File: src/rtl/mem_bus_master.sv
// Bus-master sequencer behind MEM: arbitrates, strobes, waits for rdy,
// returns read data with a done pulse, aborts with err on timeout.
//
// Ports:
//   clk, rst            clock, synchronous active-high reset
//   mem_req_i           MEM access request (level, held while stalled)
//   mem_rw_i            1 = read, 0 = write
//   mem_addr_i          access address
//   mem_wr_data_i       write data
//   mem_rd_data_o       read data, valid with done and !err
//   mem_done_o          one-cycle completion pulse
//   mem_err_o           one-cycle timeout pulse, coincident with done
//   mem_stall_o         combinational stall to the pipeline
//   bus_req_o           request to the arbiter
//   bus_grnt_i          grant from the arbiter
//   bus_as_o            address strobe, one cycle per access
//   bus_rw_o            1 = read, 0 = write
//   bus_addr_o          bus address
//   bus_wr_data_o       bus write data
//   bus_rd_data_i       slave read data, sampled when rdy
//   bus_rdy_i           slave ready
module mem_bus_master #(
  parameter int ADDR_W  = 32,
  parameter int DATA_W  = 32,
  parameter int TIMEOUT = 64,
  parameter int CNT_W   = 8
) (
  input  logic              clk,
  input  logic              rst,
  input  logic              mem_req_i,
  input  logic              mem_rw_i,
  input  logic [ADDR_W-1:0] mem_addr_i,
  input  logic [DATA_W-1:0] mem_wr_data_i,
  output logic [DATA_W-1:0] mem_rd_data_o,
  output logic              mem_done_o,
  output logic              mem_err_o,
  output logic              mem_stall_o,
  output logic              bus_req_o,
  input  logic              bus_grnt_i,
  output logic              bus_as_o,
  output logic              bus_rw_o,
  output logic [ADDR_W-1:0] bus_addr_o,
  output logic [DATA_W-1:0] bus_wr_data_o,
  input  logic [DATA_W-1:0] bus_rd_data_i,
  input  logic              bus_rdy_i
);

  typedef enum logic [1:0] {
    IDLE,
    REQ,
    ACCESS,
    WAIT
  } state_e;

  localparam int unsigned LAST =
    (TIMEOUT > 0) ? TIMEOUT - 1 : 0;
  localparam logic [CNT_W-1:0] CNT_LAST =
    LAST[CNT_W-1:0];
  localparam logic [CNT_W-1:0] CNT_ONE =
    {{(CNT_W-1){1'b0}}, 1'b1};

  state_e            state_q, state_d;
  logic [CNT_W-1:0]  cnt_q, cnt_d;
  logic [ADDR_W-1:0] addr_q, addr_d;
  logic              rw_q, rw_d;
  logic [DATA_W-1:0] wdata_q, wdata_d;
  logic [DATA_W-1:0] rdata_q, rdata_d;
  logic              done_q, done_d;
  logic              err_q, err_d;

  logic accept;
  logic to_hit;

  // A retiring request is still high in the done
  // cycle; done_q keeps it from being taken twice.
  assign accept = (state_q == IDLE) & mem_req_i
                & ~done_q;

  assign to_hit = (TIMEOUT != 0)
                & (cnt_q >= CNT_LAST);

  always_comb begin
    state_d   = state_q;
    cnt_d     = cnt_q;
    addr_d    = addr_q;
    rw_d      = rw_q;
    wdata_d   = wdata_q;
    rdata_d   = rdata_q;
    done_d    = 1'b0;
    err_d     = 1'b0;
    bus_req_o = 1'b0;
    bus_as_o  = 1'b0;
    unique case (state_q)
      IDLE: begin
        if (accept) begin
          addr_d  = mem_addr_i;
          rw_d    = mem_rw_i;
          wdata_d = mem_wr_data_i;
          // The accept cycle is the first cycle
          // of the timeout window.
          cnt_d   = CNT_ONE;
          state_d = REQ;
        end
      end
      REQ: begin
        bus_req_o = 1'b1;
        cnt_d     = cnt_q + CNT_ONE;
        if (to_hit) begin
          state_d = IDLE;
          done_d  = 1'b1;
          err_d   = 1'b1;
        end else if (bus_grnt_i) begin
          state_d = ACCESS;
        end
      end
      ACCESS, WAIT: begin
        bus_req_o = 1'b1;
        bus_as_o  = (state_q == ACCESS);
        cnt_d     = cnt_q + CNT_ONE;
        // rdy beats a coincident timeout.
        if (bus_rdy_i) begin
          state_d = IDLE;
          done_d  = 1'b1;
          if (rw_q) begin
            rdata_d = bus_rd_data_i;
          end
        end else if (to_hit) begin
          state_d = IDLE;
          done_d  = 1'b1;
          err_d   = 1'b1;
        end else begin
          state_d = WAIT;
        end
      end
      default: begin
        state_d = IDLE;
      end
    endcase
  end

  always_ff @(posedge clk) begin
    if (rst) begin
      state_q <= IDLE;
      cnt_q   <= '0;
      addr_q  <= '0;
      rw_q    <= 1'b1;
      wdata_q <= '0;
      rdata_q <= '0;
      done_q  <= 1'b0;
      err_q   <= 1'b0;
    end else begin
      state_q <= state_d;
      cnt_q   <= cnt_d;
      addr_q  <= addr_d;
      rw_q    <= rw_d;
      wdata_q <= wdata_d;
      rdata_q <= rdata_d;
      done_q  <= done_d;
      err_q   <= err_d;
    end
  end

  assign mem_stall_o   = (state_q != IDLE) | accept;
  assign mem_rd_data_o = rdata_q;
  assign mem_done_o    = done_q;
  assign mem_err_o     = err_q;
  assign bus_rw_o      = rw_q;
  assign bus_addr_o    = addr_q;
  assign bus_wr_data_o = wdata_q;

endmodule

File: config.mk
export PLATFORM = sky130hd
export DESIGN_NAME = mem_bus_master
export DESIGN_NICKNAME = d
export VERILOG_FILES = /design/src/rtl/mem_bus_master.sv
export SDC_FILE = /design/constraint.sdc
export NUM_CORES = 1
export LEC_CHECK = 0
export ABC_AREA = 1
export CORE_UTILIZATION = 40
export DETAILED_ROUTE_END_ITERATION = 6
export GPL_TIMING_DRIVEN = 1
export PLACE_DENSITY = 0.8
export SYNTH_ARGS = -nofsm -noshare
export SYNTH_HDL_FRONTEND = slang
export SYNTH_SLANG_ARGS = --single-unit
File: constraint.sdc
create_clock -name clk -period 1.5 [get_ports clk]
set_input_delay 0.3 -clock clk [delete_from_list [all_inputs] [get_ports clk]]
set_output_delay 0.3 -clock clk [all_outputs]
set_load 0.02 [all_outputs]
==> results of run 1 <==
-- repair_timing --
item / in CTS / in global routing
pin swaps: 1 / 1
resized for setup: 113 / 2
endpoints found under the setup margin: 102 / 5
hold endpoints to repair: 0 / 0
setup buffers: 0 / 1
-- flip-flops by register name (all words and copies together) (netlist names) --
name / cells
cnt_q: 8
mem_err_o: 1
bus_addr_o: 32
mem_done_o: 1
bus_rw_o: 1
bus_wr_data_o: 32
mem_rd_data_o: 32
state_q: 2
-- cell families (layout without fill, tap and decap cells) --
family	Yosys count	after routing	share of synthesized area, %
flip-flops	109	109	54.0
AND/OR/NAND/NOR	247	247	25.6
buffers and inverters	49	255	6.54
AO/OA/AOI/OAI	109	109	13.5
adder cells (fa/ha/maj)	1	1	0.310
-- report_power, final --
group	internal, mW	leakage, nW	switching (mW)
Combinational	0.818	1.84	1.02
Clock	0.602	0.0764	0.944
Sequential	3.16	0.895	0.138
-- cell usage in the layout (no fill, tap or decap) --
| cell type | synthesis | routed |
|---|---|---|
| a21oi_1 | 40 | 40 |
| buf_12 | 0 | 9 |
| buf_2 | 7 | 3 |
| buf_4 | 0 | 13 |
| clkbuf_1 | 19 | 3 |
| clkbuf_8 | 0 | 9 |
| clkdlybuf4s50_1 | 0 | 101 |
| clkinv_2 | 0 | 3 |
| clkinvlp_4 | 0 | 2 |
| dfxtp_1 | 109 | 107 |
| dfxtp_2 | 0 | 2 |
| dlygate4sd2_1 | 0 | 99 |
| ha_1 | 1 | 1 |
| inv_1 | 11 | 11 |
| inv_2 | 2 | 2 |
| nand2_1 | 57 | 57 |
| nand3_1 | 44 | 44 |
| nand3_4 | 1 | 1 |
| nor2_1 | 129 | 128 |
| nor2_2 | 10 | 11 |
| nor2_4 | 1 | 1 |
| nor3_1 | 5 | 5 |
| o21ai_0 | 57 | 57 |
| o21ai_1 | 12 | 12 |
-- routing by layer --
layer,vias to the layer above,routed length (um),global-route usage [%]
li1,2069,-,-
met5,-,0,0
met3,11,1090,6.91
met2,147,5450,37.4
met4,0,155,7.58
met1,1852,4740,24.3
-- layout make-up --
cell class	instances	area, um^2
fill	876	3440
inverter	14	53.8
tap	133	166
clock inverter	4	25.0
sequential	109	2180
timing repair buffer	225	2170
multi-input combinational	357	1600
clock buffer	12	135
-- per-stage QoR --
| stage | setup slack [ns] | setup TNS, ns | hold slack, ns |
|---|---|---|---|
| floorplan | 0.267 | 0 | 0.413 |
| global placement | -0.311 | -4.56 | 0.446 |
| detailed placement | -0.295 | -5.48 | 0.453 |
| CTS | 0.00897 | 0 | 0.466 |
| global route | 0.0224 | 0 | 0.480 |
| finish | 0.0746 | 0 | 0.460 |
-- worst max-delay path: stages, from the launching register on --
cell     delay [ns]
dfxtp_2        0.35
nor2_4         0.16
nand2_1        0.09
buf_2          0.16
-- worst max-delay path by stage --
| stage | slack (ns) | startpoint | endpoint |
|---|---|---|---|
| 2_1_floorplan | 0.27 | bus_rw_o$_SDFFE_PP1P_ | mem_rd_data_o[10]$_SDFFE_PP0P_ |
| 3_3_place_gp | -0.31 | mem_req_i | mem_stall_o |
| 3_5_place_dp | -0.30 | mem_req_i | mem_stall_o |
| 4_1_cts | 0.009 | state_q[0]$_SDFFE_PP0P_ | mem_stall_o |
| 5_1_grt | 0.02 | state_q[1]$_SDFFE_PP0P_ | mem_stall_o |
| 6_report | 0.07 | state_q[1]$_SDFFE_PP0P_ | mem_stall_o |
==> flow_metrics.env, run 1 <==
export IMPL_synth_cell_types=19
export IMPL_end_kind="output port"
export IMPL_cp_required_ns=1.20
export IMPL_clkTransAtPathRegs_ns=0.10
export IMPL_setup_violations=0
export IMPL_seq_area_frac_synth_pct=54.0
export IMPL_reg2regPathDepth=7
export IMPL_slew_violations=0
export IMPL_rows=36
export IMPL_synth_edf_count=0
export IMPL_drt_total_wl_um=11400
export IMPL_hpwl_um=8290
export IMPL_gp_congestion=0.792
export IMPL_ys_seq_elements=109
export IMPL_crit_arrival_ns=1.13
export IMPL_via_per_inst=4.78
export IMPL_io_pins=204
export IMPL_cts_buffers=9
export IMPL_dp_cells=837
export IMPL_dpl_cell_area_um2=6300
export IMPL_drt_drc_violations_left=0
export IMPL_htree_levels=3
export IMPL_ctsHoldBuffers=0
export IMPL_hold_depth=2
export IMPL_clock_sinks=109
export IMPL_cap_violations=0
export IMPL_final_cells=854
export IMPL_wl_per_cell_um=13.4
export IMPL_numPortBuffers=203
export IMPL_worst_slew_pin_slew_ns=0.360
export IMPL_nNetsFinal=819
export IMPL_drtIter0Drc=106
export IMPL_worstReg2RegStart="state_q[1]$_SDFFE_PP0P_"
export IMPL_clock_fmax_mhz=702
export IMPL_vias=4079
export IMPL_ant_nets=0
export IMPL_yosys_area_top_type="dfxtp_1"
export IMPL_initial_utilization_pct=41.3
export IMPL_clk_latency_ns=0.36
export IMPL_status="finished clean"
export IMPL_min_period_ns=1.43
export IMPL_syn_area_um2=4040
export IMPL_slew_headroom_pct=76.0
export IMPL_dieArea_um2=10500
export IMPL_ys_warn_count=0
export IMPL_clock_path_buffers=2
export IMPL_rsz0062_at_grt="false"
export IMPL_syn_avg_cell_area_um2=7.84
export IMPL_first_pass_iters=4
export IMPL_drive_gt1_share_pct=7.77
export IMPL_hold_class="flop to flop"
export IMPL_yosysMostFrequentCell="nor2_1"
export IMPL_grt_max_degree=44
export IMPL_reg2reg_slack_ns=0.17
export IMPL_grt_pass1_vias=3810
export IMPL_crit_fanout=4
export IMPL_antenna_cells=0
export IMPL_die_x_um=102
export IMPL_peakVddDrop_uv=604
export IMPL_whs_endpoint="mem_rd_data_o[2]$_SDFFE_PP0P_"
export IMPL_cts_tree="done"
export IMPL_critPathKind="flop to output port"
export IMPL_coreArea_um2=9770
export IMPL_grt_overflow=0
export IMPL_finish_utilization_pct=64.8
export IMPL_synth_top_area_share_pct=54.0
export IMPL_fin_crit_sh_pct=95.0
export IMPL_powerDensity_nw_per_um2=1060
export IMPL_p_total_mw=6.68
export IMPL_synth_fp_nets=618
export IMPL_clock_skew_ns=0.0119
export IMPL_die_height_um=102
export IMPL_syn_inst=515
export IMPL_grt_pass1_wl_um=17500
export IMPL_antenna_found_initial=0
export IMPL_synthFlopType="dfxtp_1"
export IMPL_grt_usage_pct=21.4
export IMPL_timing_rr_end="bus_wr_data_o[23]$_SDFFE_PP0P_"
export IMPL_synth_common_cells="nor2_1, dfxtp_1, nand2_1, o21ai_0, nand3_1"
export IMPL_syn2layout_area_growth_pct=56.8
export IMPL_startpoint_type="flop"
export IMPL_hp_start="mem_rd_data_o[2]$_SDFFE_PP0P_"
export IMPL_hold_violations=0
export IMPL_cts_root_buffer="clkbuf_8"
export IMPL_design_area_um2=6330
export IMPL_p_leak_nw=2.81
export IMPL_synthArstFlopShare_pct=0
export IMPL_ys_top_cells_by_area="dfxtp_1, nor2_1, o21ai_0"
Power figures use the tool's default switching activity.
==> run 2: changes to the inputs <==
--- a/config.mk
+++ b/config.mk
@@ -10,6 +10,7 @@
 export DETAILED_ROUTE_END_ITERATION = 6
 export GPL_TIMING_DRIVEN = 1
 export PLACE_DENSITY = 0.8
+export REMOVE_ABC_BUFFERS = 1
 export SYNTH_ARGS = -nofsm -noshare
 export SYNTH_HDL_FRONTEND = slang
 export SYNTH_SLANG_ARGS = --single-unit
==> flow_metrics.env, run 2 (synthesized netlist as in run 1, its figures left out) <==
export IMPL_status="finished clean"
export IMPL_dieArea_um2=10500
export IMPL_gp_congestion=0.791
export IMPL_clkTransAtPathRegs_ns=0.09
export IMPL_p_leak_nw=2.79
export IMPL_grt_max_degree=47
export IMPL_most_common_layout_cells="nor2_1, dfxtp_1, clkdlybuf4s50_1"
export IMPL_startpoint_type="input port"
export IMPL_pre_cts_ws_ns=-0.349
export IMPL_cp_required_ns=1.20
export IMPL_dpl_cell_area_um2=6260
export IMPL_drive_gt1_share_pct=7.11
export IMPL_critPathSlowestCell="clkdlybuf4s50_1"
export IMPL_grt_usage_pct=21.7
export IMPL_via_per_inst=4.82
export IMPL_crit_fanout=3
export IMPL_first_pass_iters=6
export IMPL_peakVddDrop_uv=630
export IMPL_nNetsFinal=816
export IMPL_slew_headroom_pct=76.6
export IMPL_setup_ws_ns=0.0888
export IMPL_initial_utilization_pct=41.3
export IMPL_die_x_um=102
export IMPL_htree_levels=3
export IMPL_slew_violations=0
export IMPL_wl_per_cell_um=13.6
export IMPL_hold_class="flop to flop"
export IMPL_hold_violations=0
export IMPL_crit_arrival_ns=1.11
export IMPL_clock_fmax_mhz=709
export IMPL_io_pins=204
export IMPL_vias=4097
export IMPL_syn2layout_area_growth_pct=55.9
export IMPL_powerDensity_nw_per_um2=1080
export IMPL_design_area_um2=6300
export IMPL_fin_crit_sh_pct=94.1
export IMPL_final_common_cell="nor2_1"
export IMPL_cts_root_buffer="clkbuf_8"
export IMPL_hold_ws_ns=0.460
export IMPL_drt_total_wl_um=11600
export IMPL_drtIter0Drc=102
export IMPL_drt_drc_violations_left=0
export IMPL_grt_pass1_vias=3797
export IMPL_min_period_ns=1.41
export IMPL_clock_path_buffers=2
export IMPL_final_cells=850
export IMPL_fillers=879
export IMPL_coreArea_um2=9770
export IMPL_die_height_um=102
export IMPL_p_total_mw=6.81
export IMPL_rsz0062_at_grt="false"
export IMPL_ctsHoldBuffers=0
export IMPL_worst_path_buf_inv=2
export IMPL_worst_slew_pin_slew_ns=0.351
export IMPL_rows=36
export IMPL_dp_cells=835
export IMPL_clk_latency_ns=0.35
export IMPL_cts_tree="done"
export IMPL_grt_overflow=0
export IMPL_antenna_cells=0
export IMPL_end_kind="output port"
export IMPL_critPathKind="input port to output port"
export IMPL_grt_pass1_wl_um=17800
export IMPL_max_stage_delay_ns=0.48
export IMPL_cap_violations=0
export IMPL_setup_violations=0
export IMPL_crit_chain="clkdlybuf4s50_1 -> nand2_1 -> nand2_1 -> buf_2"
export IMPL_clock_skew_ns=0.00809
export IMPL_ant_nets=0
export IMPL_post_cts_buffers=0
export IMPL_numPortBuffers=203
export IMPL_crit_path_frequent_cell="nand2_1"
export IMPL_antenna_found_initial=0
export IMPL_hpwl_um=8330
export IMPL_clock_sinks=109
export IMPL_cp_top_family="buffers and inverters"
export IMPL_cts_buffers=9
[run 2: worst paths after layout]
kind / slack (ns) / depth (start not counted) / startpoint / to
hold / removal: 0.46 / 2 / mem_rd_data_o[20]$_SDFFE_PP0P_ / mem_rd_data_o[20]$_SDFFE_PP0P_
hold reg to reg: 0.46 / 2 / mem_rd_data_o[20]$_SDFFE_PP0P_ / mem_rd_data_o[20]$_SDFFE_PP0P_
setup reg to reg: 0.09 / 6 / state_q[0]$_SDFFE_PP0P_ / bus_wr_data_o[11]$_SDFFE_PP0P_
setup / recovery: 0.09 / 4 / mem_req_i / mem_stall_o
[run 2: through the flow]
stage | utilization [%] | TNS (ns)
after global placement | 64.0 | -6.16
after global routing | 64.4 | 0
after CTS | 64.4 | 0
after floorplan | - | -39.21
after detailed placement | 64.0 | -8.01
final | 64.4 | 0
[run 2: worst reg2reg max path: stages (launching register included)]
cell and delay (ns):
dfxtp_1 0.36, nor2_4 0.13, buf_4 0.14, nand3_4 0.11
buf_4 0.25, o21ai_0 0.25, nor2_1 0.07
[run 2: power by group]
| group | internal (mW) | switching, mW | total, mW | leakage [nW] |
|---|---|---|---|---|
| clock | 0.767 | 0.912 | 1.68 | 0.0875 |
| sequential | 3.16 | 0.139 | 3.30 | 0.895 |
| combinational | 0.800 | 1.03 | 1.83 | 1.81 |
[run 2: what timing repair did]
| action | 4_1_cts | 5_1_grt |
|---|---|---|
| gates resized for setup | 111 | 3 |
| setup endpoints to repair | 102 | 5 |
| gates cloned | 0 | 0 |
[run 2: cell type report]
type | instances | area [um^2] | area share (%)
flip-flops and latches | 109 | 2180 | 34.7
repair buffers | 222 | 2120 | 33.7
multi-input cells | 357 | 1600 | 25.3
well taps | 133 | 166 | 2.64
clock buffers | 13 | 139 | 2.21
inverters | 14 | 52.6 | 0.835
clock inverters | 2 | 35.0 | 0.556
[run 2: per-layer routing]
layer | vias up | track usage (%) | wire length (um)
li1 | 2068 | - | -
met1 | 1825 | 24.5 | 4750
met2 | 187 | 37.2 | 5340
met3 | 17 | 7.52 | 1230
met4 | 0 | 9.23 | 253
met5 | - | 0 | 0
==> run 3: changes to the inputs <==
--- a/config.mk
+++ b/config.mk
@@ -6,7 +6,9 @@
 export NUM_CORES = 1
 export LEC_CHECK = 0
 export ABC_AREA = 1
+export CAP_MARGIN = 40
 export CORE_UTILIZATION = 40
+export CTS_CLUSTER_DIAMETER = 150
 export DETAILED_ROUTE_END_ITERATION = 6
 export GPL_TIMING_DRIVEN = 1
 export PLACE_DENSITY = 0.8
==> results of run 3 <==
Same layout as run 2: the final DEF is identical, and so are final timing and power.
